File: src/rtl/ps2_stream_ctrl.sv
// Command sequencer for the PS/2 mouse interface: auto-enables streaming after
// power-up, serialises enable/disable requests and can periodically re-issue F4.
module ps2_stream_ctrl #(
   parameter int PWRUP_CYCLES   = 25_000_000,
   parameter int CMD_CYCLES     = 100_000,
   parameter int REFRESH_CYCLES = 0
) (
   input  logic CLOCK_50,
   input  logic reset,
   input  logic req_enable,
   input  logic req_disable,
   output logic start,
   output logic send_enable,
   output logic busy,
   output logic streaming,
   output logic cmd_done
);

   localparam int MAX_PC  = (PWRUP_CYCLES > CMD_CYCLES) ? PWRUP_CYCLES : CMD_CYCLES;
   localparam int MAX_PCR = (MAX_PC > REFRESH_CYCLES) ? MAX_PC : REFRESH_CYCLES;
   localparam int MAX_ALL = (MAX_PCR > 2) ? MAX_PCR : 2;
   localparam int CNT_W   = $clog2(MAX_ALL);
   localparam bit REFRESH_ON = (REFRESH_CYCLES > 0);
   localparam logic [CNT_W-1:0] PWRUP_LAST   = CNT_W'(PWRUP_CYCLES - 1);
   localparam logic [CNT_W-1:0] CMD_LAST     = CNT_W'(CMD_CYCLES - 1);
   localparam logic [CNT_W-1:0] REFRESH_LAST = REFRESH_ON ? CNT_W'(REFRESH_CYCLES - 1) : '0;

   typedef enum logic [1:0] {S_PWRUP, S_IDLE, S_START, S_HOLD} state_t;

   state_t           state, state_nx;
   logic [CNT_W-1:0] cnt;
   logic [CNT_W-1:0] ref_cnt;
   logic             cmd, cmd_nx;
   logic             pend_v, pend_cmd;
   logic             refresh_due, hold_last;

   always_comb begin
      refresh_due = REFRESH_ON && streaming && (ref_cnt == REFRESH_LAST);
      hold_last   = (state == S_HOLD) && (cnt == CMD_LAST);
      state_nx    = state;
      cmd_nx      = cmd;
      case (state)
         S_PWRUP: if (cnt == PWRUP_LAST) state_nx = S_IDLE;
         S_IDLE: begin
            if (pend_v) begin
               state_nx = S_START;
               cmd_nx   = pend_cmd;
            end else if (refresh_due) begin
               state_nx = S_START;
               cmd_nx   = 1'b1;
            end
         end
         S_START: state_nx = S_HOLD;
         S_HOLD:  if (hold_last) state_nx = S_IDLE;
         default: state_nx = S_PWRUP;
      endcase
   end

   always_ff @(posedge CLOCK_50 or posedge reset) begin
      if (reset) state <= S_PWRUP;
      else       state <= state_nx;
   end

   // Counters, command latch, pending slot and completion flags
   always_ff @(posedge CLOCK_50 or posedge reset) begin
      if (reset) begin
         cnt       <= '0;
         ref_cnt   <= '0;
         cmd       <= 1'b0;
         pend_v    <= 1'b1;
         pend_cmd  <= 1'b1;
         streaming <= 1'b0;
         cmd_done  <= 1'b0;
      end else begin
         cmd <= cmd_nx;

         case (state)
            S_PWRUP: cnt <= (cnt == PWRUP_LAST) ? '0 : cnt + 1'b1;
            S_HOLD:  cnt <= hold_last ? '0 : cnt + 1'b1;
            default: cnt <= '0;
         endcase

         // Refresh interval only runs while idle and streaming; any launch clears it.
         if (REFRESH_ON && state == S_IDLE && state_nx == S_IDLE && streaming)
            ref_cnt <= ref_cnt + 1'b1;
         else
            ref_cnt <= '0;

         // A fresh request always wins over consumption of the older one.
         if (req_disable) begin
            pend_v   <= 1'b1;
            pend_cmd <= 1'b0;
         end else if (req_enable) begin
            pend_v   <= 1'b1;
            pend_cmd <= 1'b1;
         end else if (state == S_IDLE && pend_v) begin
            pend_v <= 1'b0;
         end

         cmd_done <= hold_last;
         if (hold_last) streaming <= cmd;
      end
   end

   assign start       = (state == S_START);
   assign send_enable = cmd;
   assign busy        = (state != S_IDLE) || pend_v;

endmodule

File: config.mk
export PLATFORM = sky130hd
export DESIGN_NAME = ps2_stream_ctrl
export DESIGN_NICKNAME = d
export VERILOG_FILES = /design/src/rtl/ps2_stream_ctrl.sv
export SDC_FILE = /design/constraint.sdc
export NUM_CORES = 1
export LEC_CHECK = 0
export CAP_MARGIN = 0
export CELL_PAD_IN_SITES_DETAIL_PLACEMENT = 1
export CELL_PAD_IN_SITES_GLOBAL_PLACEMENT = 1
export CORE_ASPECT_RATIO = 1.5
export CORE_MARGIN = 1
export CORE_UTILIZATION = 40
export CTS_CLUSTER_SIZE = 30
export DETAILED_ROUTE_END_ITERATION = 12
export GPL_ROUTABILITY_DRIVEN = 0
export PLACE_DENSITY_LB_ADDON = 0.1
export SLEW_MARGIN = 20
export SYNTH_ARGS = -nofsm -noshare
export SYNTH_HDL_FRONTEND = slang
export SYNTH_SLANG_ARGS = --single-unit
File: constraint.sdc
create_clock -name CLOCK_50 -period 2.02 [get_ports CLOCK_50]
set_input_delay 0.202 -clock CLOCK_50 [delete_from_list [all_inputs] [get_ports CLOCK_50]]
set_output_delay 0.202 -clock CLOCK_50 [all_outputs]
set_load 0.02 [all_outputs]
Word-level counts from Yosys, hierarchy flattened
Cells that the tools add are included.

Input bits: 4. Logic and storage cells: 37. Output and inout bits: 5. Latch bits: 0. ROM bits: 0. Flip-flop bits (word level): 32. Bits in writable memories: 0. Memories: 0.

Multiply operators: 0. Mux-type cells: 12. Equal/unequal tests: 9. $lt $le $gt $ge: 0. Div/mod/pow operators: 0. Add/subtract/negate cells: 1. Bitwise operators: 0. Shift operators: 0. Reduce and logical (&&, ||, !) cells: 8.

Operators with widths (count): 25-bit 2-to-1 mux (2); 25-bit one-hot mux with 2 select lines (1); 25-bit by 1-bit adder with 25-bit output (second input constant) (1); 25-bit by 17-bit == test with 1-bit output (second input constant) (1); 25-bit == test (second input constant) (1); 2-bit one-hot mux with 4 select lines (1); 2-bit 2-to-1 mux (3); 2-bit inequality test (second input constant) (3); 1-bit 2-to-1 mux (5); 2-bit == test (second input constant) (2); 3-bit AND reduction (1); 3-bit nonzero test (1); 2-bit by 1-bit == test with 1-bit output (second input constant) (1); 1-bit logical AND (2); 2-bit zero test (1); 2-bit by 1-bit inequality test with 1-bit output (second input constant) (1); 2-bit AND reduction (1); 2-bit nonzero test (1); 1-bit logical OR (1).

Depth between registers and ports, before layout
Gate-level depths: netlist of the first run.

Word-level depth: 5. Depth in mapped cells: 7. Mapped depth without buffers: 6.

Worst setup path before layout of the first run
No wires, ideal clock.

Path kind: register -> register. From: register cnt[0]. To: register state[1]. Path slack: 0.177 ns. Period minus slack after synthesis: 1.843 ns. Path buffers: 0. Stages on the path, launching flop included: 7. Setup time: 0.125 ns. Data required time: 1.895 ns. Data arrival time: 1.718 ns. Cells stage by stage: dfrtp_1 > ha_1 > and4_1 > nand2_2 > o41ai_4 > nand3_2 > mux2_4.

Cells in the longest elaborated chain, start to end: 4. Elaborated cells on any way between the ends: 6. Classes of those cells: eq/ne: 4; reduce/logical: 2.

Ends and longest elaborated chain: start, declared (line 31) `logic [CNT_W-1:0] cnt;`; start signal, assigned (line 78) `S_PWRUP: cnt <= (cnt == PWRUP_LAST) ? '0 : cnt + 1'b1;`; start signal, assigned (line 79) `S_HOLD: cnt <= hold_last ? '0 : cnt + 1'b1;`; 25-bit by 17-bit == test with 1-bit output (line 39) `hold_last = (state == S_HOLD) && (cnt == CMD_LAST);`; 1-bit logical AND (line 39); 2-bit inequality test (no line); 3-bit AND reduction (no line) *; end signal, assigned (line 61) `else state <= state_nx;`; end, declared (line 30) `state_t state, state_nx;`.

Every way passes the cells marked *; elsewhere a longest branch is shown, timed or not. A chain may end at the register's enable or synchronous reset.

Worst setup path after layout of the first run
From: register cnt[0]. To: register streaming.

Cells in the longest elaborated chain, start to end: 2.

Ends and longest elaborated chain: 25-bit by 17-bit == test with 1-bit output (line 39); 1-bit logical AND (line 39); named net hold_last (line 35) `logic refresh_due, hold_last;`; end signal, assigned (line 101) `if (hold_last) streaming <= cmd;`; end, declared (line 15) `output logic streaming,`.

The timed path passes the listed nets, and every way through them passes these cells.

==> results of run 1 <==
==> state kept, by name, summed over array words and instances, names as in the netlist <==
signal       cells
send_enable      1
cnt             25
streaming        1
state            2
pend_cmd         1
pend_v           1
cmd_done         1
==> per-stage QoR <==
stage               instance area, µm²  utilization
floorplan                         1660            -
global placement                  1850        0.466
detailed placement                1850        0.466
CTS                               1940        0.490
global route                      1980        0.500
finish                            1980        0.500
==> logic make-up after synthesis <==
kind of cell | count (synthesis) | share of synthesized area
flip-flops | 32 | 0.485
AND/OR/NAND/NOR | 84 | 0.264
AO/OA/AOI/OAI | 6 | 0.0446
multiplexers | 3 | 0.0227
buffers and inverters | 7 | 0.0249
XOR/XNOR | 23 | 0.122
adder cells (fa/ha/maj) | 5 | 0.0378
==> worst min path at each step <==
stage                      from           to  slack [ns]  depth (start not counted)
floorplan           req_disable     pend_cmd        0.23                          1
global placement         cnt[0]       cnt[0]        0.44                          1
detailed placement       cnt[0]       cnt[0]        0.47                          1
CTS                       reset      cnt[13]        0.32                          3
global route              reset      cnt[13]        0.34                          3
finish                    reset  send_enable        0.31                          3
==> layer usage <==
metal | vias to the layer above | global-route usage
li1 | 589 | -
met1 | 612 | 0.218
met2 | 13 | 0.361
met3 | 7 | 0.0468
met4 | 0 | 0.0974
met5 | - | 0
==> worst min-delay path, stage by stage <==
cell             delay, ns
clkdlybuf4s50_1       0.39
inv_1                 0.05
buf_4                 0.37
==> power breakdown <==
group	internal (µW)	switching, µW	total [µW]
clock network	271	234	506
registers	643	0.611	644
logic	7.37	14.6	22.0
==> cells in the final DEF (no fill, tap or decap), types with 6 or more instances in the layout <==
cell	n
nor2_1	30
dfrtp_1	29
xor2_1	17
nand2_1	12
nand3_1	11
buf_4	11
clkdlybuf4s50_1	8
nor3_1	6
nand4_1	6
xnor2_1	6
clkbuf_8	6
==> repair_timing <==
action	in CTS	in global routing
resized for setup	0	6
endpoints found under the setup margin	0	26
buffers inserted	0	1
==> area by class of cell <==
type,count,area (µm²),area share
clock buffers,6,82.6,0.0417
well taps,45,56.3,0.0285
inverters,5,18.8,0.00949
repair buffers,19,163,0.0822
multi-input cells,121,843,0.426
clock inverters,2,10.0,0.00506
flip-flops and latches,32,805,0.407
==> results summary, run 1 <==
The count of state elements after synthesis is 32. The critical path in this run is classified as flop to flop. The length in cells of the worst reg-to-reg path came out at 6. The mean instance size in the synthesized netlist came out at 10.4 µm².

The power density normalized to cell area came out at 592 nW/µm². Clock-pin slew was measured on the worst setup and hold paths at 0.07 ns. The total number of H-tree levels is 2.

The sum of net half-perimeters after detailed placement is 2770 µm. The highest achievable clock rate is 522 MHz. Traced cell by cell, the critical path runs through ha_1, and4_1, nand2_2, nor4_1, and2_1, mux2_2. For the final routed database, the setup TNS stands at 0 ns.

At the pin with the least slew margin, the transition time is 0.406 ns. Using the TritonRoute via totals, the vias-per-cell ratio works out to 5.31. In the detailed route, the total length drawn on met2 is 2050 µm. The vertical extent of the die came out at 80.8 µm.

The run finished with clean final reports. The later-pin clock latency in the skew report is 0.28 ns. The total count of hold-check failures in the final report came out at 0. The area share of the largest cell type after synthesis came out at 0.453. The number of instances in the synthesized netlist came out at 160.

Across the run, the number of max-cap violations was 0. TritonCTS built the clock tree. The clock period minus final worst setup slack is 1.91 ns. The largest net degree at the start of global routing came out at 33.

After synthesis, the cell types taking the most area are dfrtp_1 45%, xor2_1 9.0%, nor2_1 7.0%, ha_1 3.8%, nand3_1 3.6%. The post-cts hold buffer count came out at 0. The top-level I/O count is 9. Counting along the longest clock path gives a buffer depth of 2. The initial core utilization is 0.418. The number of rows in the core area came out at 28. Setup violations remaining at the end of the flow were counted as 0. The number of nets produced by synthesis is 169. Data arrives at the worst endpoint at 2.09 ns.

The wire length the detailed router placed on met1 is 1490 µm. The number of inserted filler cells in the final layout came out at 454. The final critical-path share of the clock period is 0.948.

For this run, the number of Yosys warnings is 0. The total area inside the core boundary comes to 3960 µm². In this run the number of cells on the critical path is 6. The setup clock skew after layout is 0.00311 ns. The final non-filler cell total came out at 230.

The setup slack at placement came out at 0.0475 ns. The critical path starts at cnt[0]. The commonest cells after synthesis are 31 x nor2_1, 30 x dfrtp_1, 17 x xor2_1. Setup repair after global routing could not meet its margin everywhere. The routed wire length is 3700 µm. The detailed router finished its first iteration with 9 violations. The number of antenna-violating nets in the routed design is 0. The average routed wire per standard cell is 16.1 µm. The die boundary width is 54.5 µm. The number of global-route vias before repair came to 1356. Counting the buffers created by CTS gives 5.

The floorplan die area came out at 4410 µm². The final net count came out at 193. After layout, the design draws a total of 1170 µW.

The required time of the worst setup path came out at 2.19 ns. The post-synthesis instance area came out at 1660 µm². The gate family responsible for the most delay along the worst path is simple AND/OR/NAND/NOR gates. Yosys mapped a number of flops with a built-in enable equal to 0. The capture point of the critical path is streaming.

STA classifies the critical path endpoint as a flop. The count of buffering cells on the critical path with inverters included is 0. The number of distinct library cells after synthesis is 29. In this run, placement finished with an instance count of 221. The sort of element at the start of the critical path is a flop. The final worst slack is 0.105 ns. Wire segments on met3 add up to 63 µm in the final route. The reported leakage power is 0.000895 µW. The highest metal layer carrying signal wires in the routed design is met4.

The final route contains 1221 vias. Across all hold checks on the routed design, the worst slack comes to 0.306 ns. The number of clock sinks is 32. The proportion of layout cells with a drive suffix above 1 is 0.200.

The aggregate global routing overflow is 0. The count of buffers inserted at the top-level ports is 8. The first global-routing pass estimated 6290 µm of wire. The worst min-delay path class is input pin to asynchronous set/reset pin. The number of design rule violations left after detail routing is 0.

The worst-case IR drop observed on VDD is 0.000473 V. The number of diodes added for antenna fixing came out at 0. The cell chosen for the clock root is clkbuf_8. The number of pins with negative max-slew slack in the final report came to 0. In this run the worst path has a maximum fanout of 3. The worst register-to-register path begins at cnt[0].

The largest individual stage delay along the critical path comes from the cell dfrtp_1. Among all cell types in the netlist, the one instantiated most often is nor2_1. The remaining max-slew budget at the tightest pin came out at 0.727. The total track usage is 0.204. On the worst path, the slowest cell contributes a delay of 0.37 ns. Summed over all instances, the cell type with the most area after synthesis is dfrtp_1.

The relative area change from synthesis to final layout is 19.4%. Among all flip-flop cells after synthesis, the most frequent one is dfrtp_1. After synthesis, the share of flip-flops with an asynchronous set or reset is 1.00. The share of the Yosys chip area taken by registers is 0.485. The number of optimization iterations in the first detailed-route pass is 3. The worst reg-to-reg setup slack came out at 0.11 ns. The initial antenna violation count came out at 0. The endpoint of the lowest-slack register-to-register path is streaming.
Power figures use the tool's default switching activity.
==> run 2, diff against run 1 <==
Settings changed: CORE_MARGIN 1 to 1.5.
==> results summary, run 2 (synthesis results as in run 1) <==
The required time of the worst setup path was 1.82 ns (was 2.19 ns). The final number of setup-violating endpoints came to 0 (unchanged). The clock period minus final worst setup slack is 1.91 ns (about the same). The length in cells of the worst reg-to-reg path was 6 (unchanged).

The final net count is 199 (was 193). The number of global-route vias before repair is 1356 (unchanged). The flip-flop count of the largest register after layout is 25 (unchanged).

The number of design rule violations left after detail routing is 0 (unchanged). Leading registers by flop count: cnt: 25 flops, state: 2 flops (unchanged). The proportion of layout cells with a drive suffix above 1 is 0.220 (was 0.200).

The iteration-0 DRC count of the detailed router came out at 23 (was 9). Most frequent cells in the layout: 31 x nor2_1, 29 x dfrtp_1, 17 x xor2_1 (was 30 x nor2_1, 29 x dfrtp_1, 17 x xor2_1). The setup clock skew after layout came to 0.00486 ns (was 0.00311 ns). The area of the placeable core came out at 3960 µm² (unchanged). The number of optimization iterations in the first detailed-route pass came out at 4 (was 3). The final critical-path share of the clock period came out at 0.945 (was 0.948). The critical-path maximum fanout is 4 (was 3). The reported leakage power came out at 0.000923 µW (was 0.000895 µW). The routed via count divided by cell count is 5.42 (was 5.31). The largest net degree at the start of global routing came to 33 (unchanged). The element type at the critical path end was an output pin (was flop).

The worst ir drop on vdd is 0.000509 V (was 0.000473 V). Outcome: finished clean (unchanged). The sum of net half-perimeters after detailed placement came out at 2740 µm (was 2770 µm). The number of pins with negative max-slew slack in the final report is 0 (unchanged). The aggregate global routing overflow came out at 0 (unchanged). RSZ-0062 raised after global routing: false (was true). The relative area change from synthesis to final layout was 21.9% (was 19.4%). The remaining max-slew budget at the tightest pin came out at 0.685 (was 0.727). The number of clock sinks is 32 (unchanged).

The routed wire length came out at 4020 µm (was 3700 µm). The number of cells in the design after placement came out at 224 (was 221). The most common cell after layout, fill and taps aside is nor2_1 (unchanged). The power density normalized to cell area came out at 586 nW/µm² (was 592 nW/µm²).

The final non-filler cell total is 236 (was 230). The slew at the pin with the worst max-slew slack is 0.468 ns (was 0.406 ns). The launch instance of the worst register-to-register path is cnt[20] (was cnt[0]). The initial antenna violation count is 0 (unchanged).

The total track usage came out at 0.194 (was 0.204). The worst min-delay path class was input pin to asynchronous set/reset pin (unchanged). The number of buffers on the longest clock path is 2 (unchanged). The later-pin clock latency in the skew report is 0.29 ns (was 0.28 ns). The clock-pin transition on the worst setup and hold timing paths is 0.07 ns (about the same). The area used by sequential logic in the layout came out at 805 µm² (unchanged). The register containing the most flip-flops in the final layout is cnt (unchanged). The arrival time of data at the critical path endpoint is 1.71 ns (was 2.09 ns). The average routed wire per standard cell is 17.0 µm (was 16.1 µm). The start-to-end type of the worst setup path was flop to output pin (was flop to flop). The vertical extent of the die is 81.8 µm (was 80.8 µm). The number of antenna-violating nets in the routed design is 0 (unchanged). The number of max-cap violations came to 0 (unchanged). The count of buffers inserted at the top-level ports is 8 (unchanged). The die boundary width is 55.5 µm (was 54.5 µm). The multi-input gate area in the final layout is 847 µm² (was 843 µm²). The number of inserted filler cells in the final layout is 457 (was 454). The floorplan die area is 4540 µm² (was 4410 µm²).

The top-level I/O count is 9 (unchanged). The endpoint of the lowest-slack register-to-register path was cnt[19] (was streaming). The sort of element at the start of the critical path is a flop (unchanged).

The total CTS buffers came out at 5 (unchanged). The wire length of the first global-routing pass is 6530 µm (was 6290 µm). The initial core utilization came to 0.418 (unchanged). The summed negative setup slack over all endpoints came out at 0 ns (unchanged). The total number of H-tree levels came out at 2 (unchanged). The highest achievable clock rate came out at 524 MHz (was 522 MHz). The number of rows in the core area came out at 28 (unchanged).

The number of diodes added for antenna fixing came out at 0 (unchanged). The cell chosen for the clock root is clkbuf_8 (unchanged). The overall via count from detail_route is 1279 (was 1221). The worst reg-to-reg setup slack is 0.12 ns (was 0.11 ns).

The total count of hold-check failures in the final report is 0 (unchanged). The TritonCTS clock tree is yes (unchanged).
## run 2: cell count changes in the layout (fill, tap and decap cells not counted)
cell    delta
buf_4      +5
nor4_4     -1
a21o_4     +1
nor4_2     +1
nor2_1     +1
nor2_2     -1
## run 2: cell type report
cell class | count | area share
well taps | 45 | 0.0279
repair buffers | 24 | 0.0991
inverters | 5 | 0.00929
flip-flops and latches | 32 | 0.398
multi-input cells | 122 | 0.419
clock buffers | 6 | 0.0409
clock inverters | 2 | 0.00496
## run 2: how the worst max path moves through the flow
| stage | from | endpoint | slack (ns) | cells past startpoint |
|---|---|---|---|---|
| floorplan | cnt[0] | state[1] | 0.18 | 6 |
| global placement | cnt[20] | cnt[17] | 0.14 | 5 |
| detailed placement | cnt[20] | cnt[5] | 0.05 | 5 |
| CTS | cnt[20] | cnt[7] | 0.04 | 5 |
| global route | cnt[14] | cnt[5] | 0.003 | 6 |
| finish | state[1] | busy | 0.11 | 4 |
## run 2: metal layers
layer | track usage | wire length (µm)
met1 | 0.206 | 1550
met5 | 0 | 0
met4 | 0.0976 | 80
met2 | 0.360 | 2270
met3 | 0.0425 | 119
## run 2: repair_timing
action                                  4_1_cts  5_1_grt
endpoints found under the setup margin        0       26
hold buffers                                  0        0
buffers inserted                              0        3
endpoints found under the hold margin         0        0
gates resized for setup                       0        5
## run 2: critical path: stages (launching register included)
cell and delay (ns):
dfrtp_1 0.40, inv_1 0.08, ha_1 0.22, nand2_1 0.11, clkdlybuf4s50_1 0.61
## run 2: stage by stage
stage | util | hold slack, ns | power (µW) | area [µm²] | setup WS [ns]
floorplan | - | 0.235 | 667 | 1660 | 0.177
global placement | 0.472 | 0.445 | 678 | 1870 | 0.144
detailed placement | 0.472 | 0.457 | 679 | 1870 | 0.0464
CTS | 0.495 | 0.309 | 1200 | 1960 | 0.0358
global route | 0.510 | 0.350 | 1220 | 2020 | 0.00336
finish | 0.510 | 0.289 | 1180 | 2020 | 0.110
## run 2: where the power goes
group          switching [µW]  internal (µW)
logic                    14.7           7.38
registers               0.594            643
clock network             247            272
total                     262            922
==> run 3, diff against run 2 <==
Settings changed: CTS_BUF_LIST from default to sky130_fd_sc_hd__clkbuf_8 sky130_fd_sc_hd__clkbuf_16.
==> results of run 3 <==
No change in the layout: final DEF, timing and power equal those of run 2.
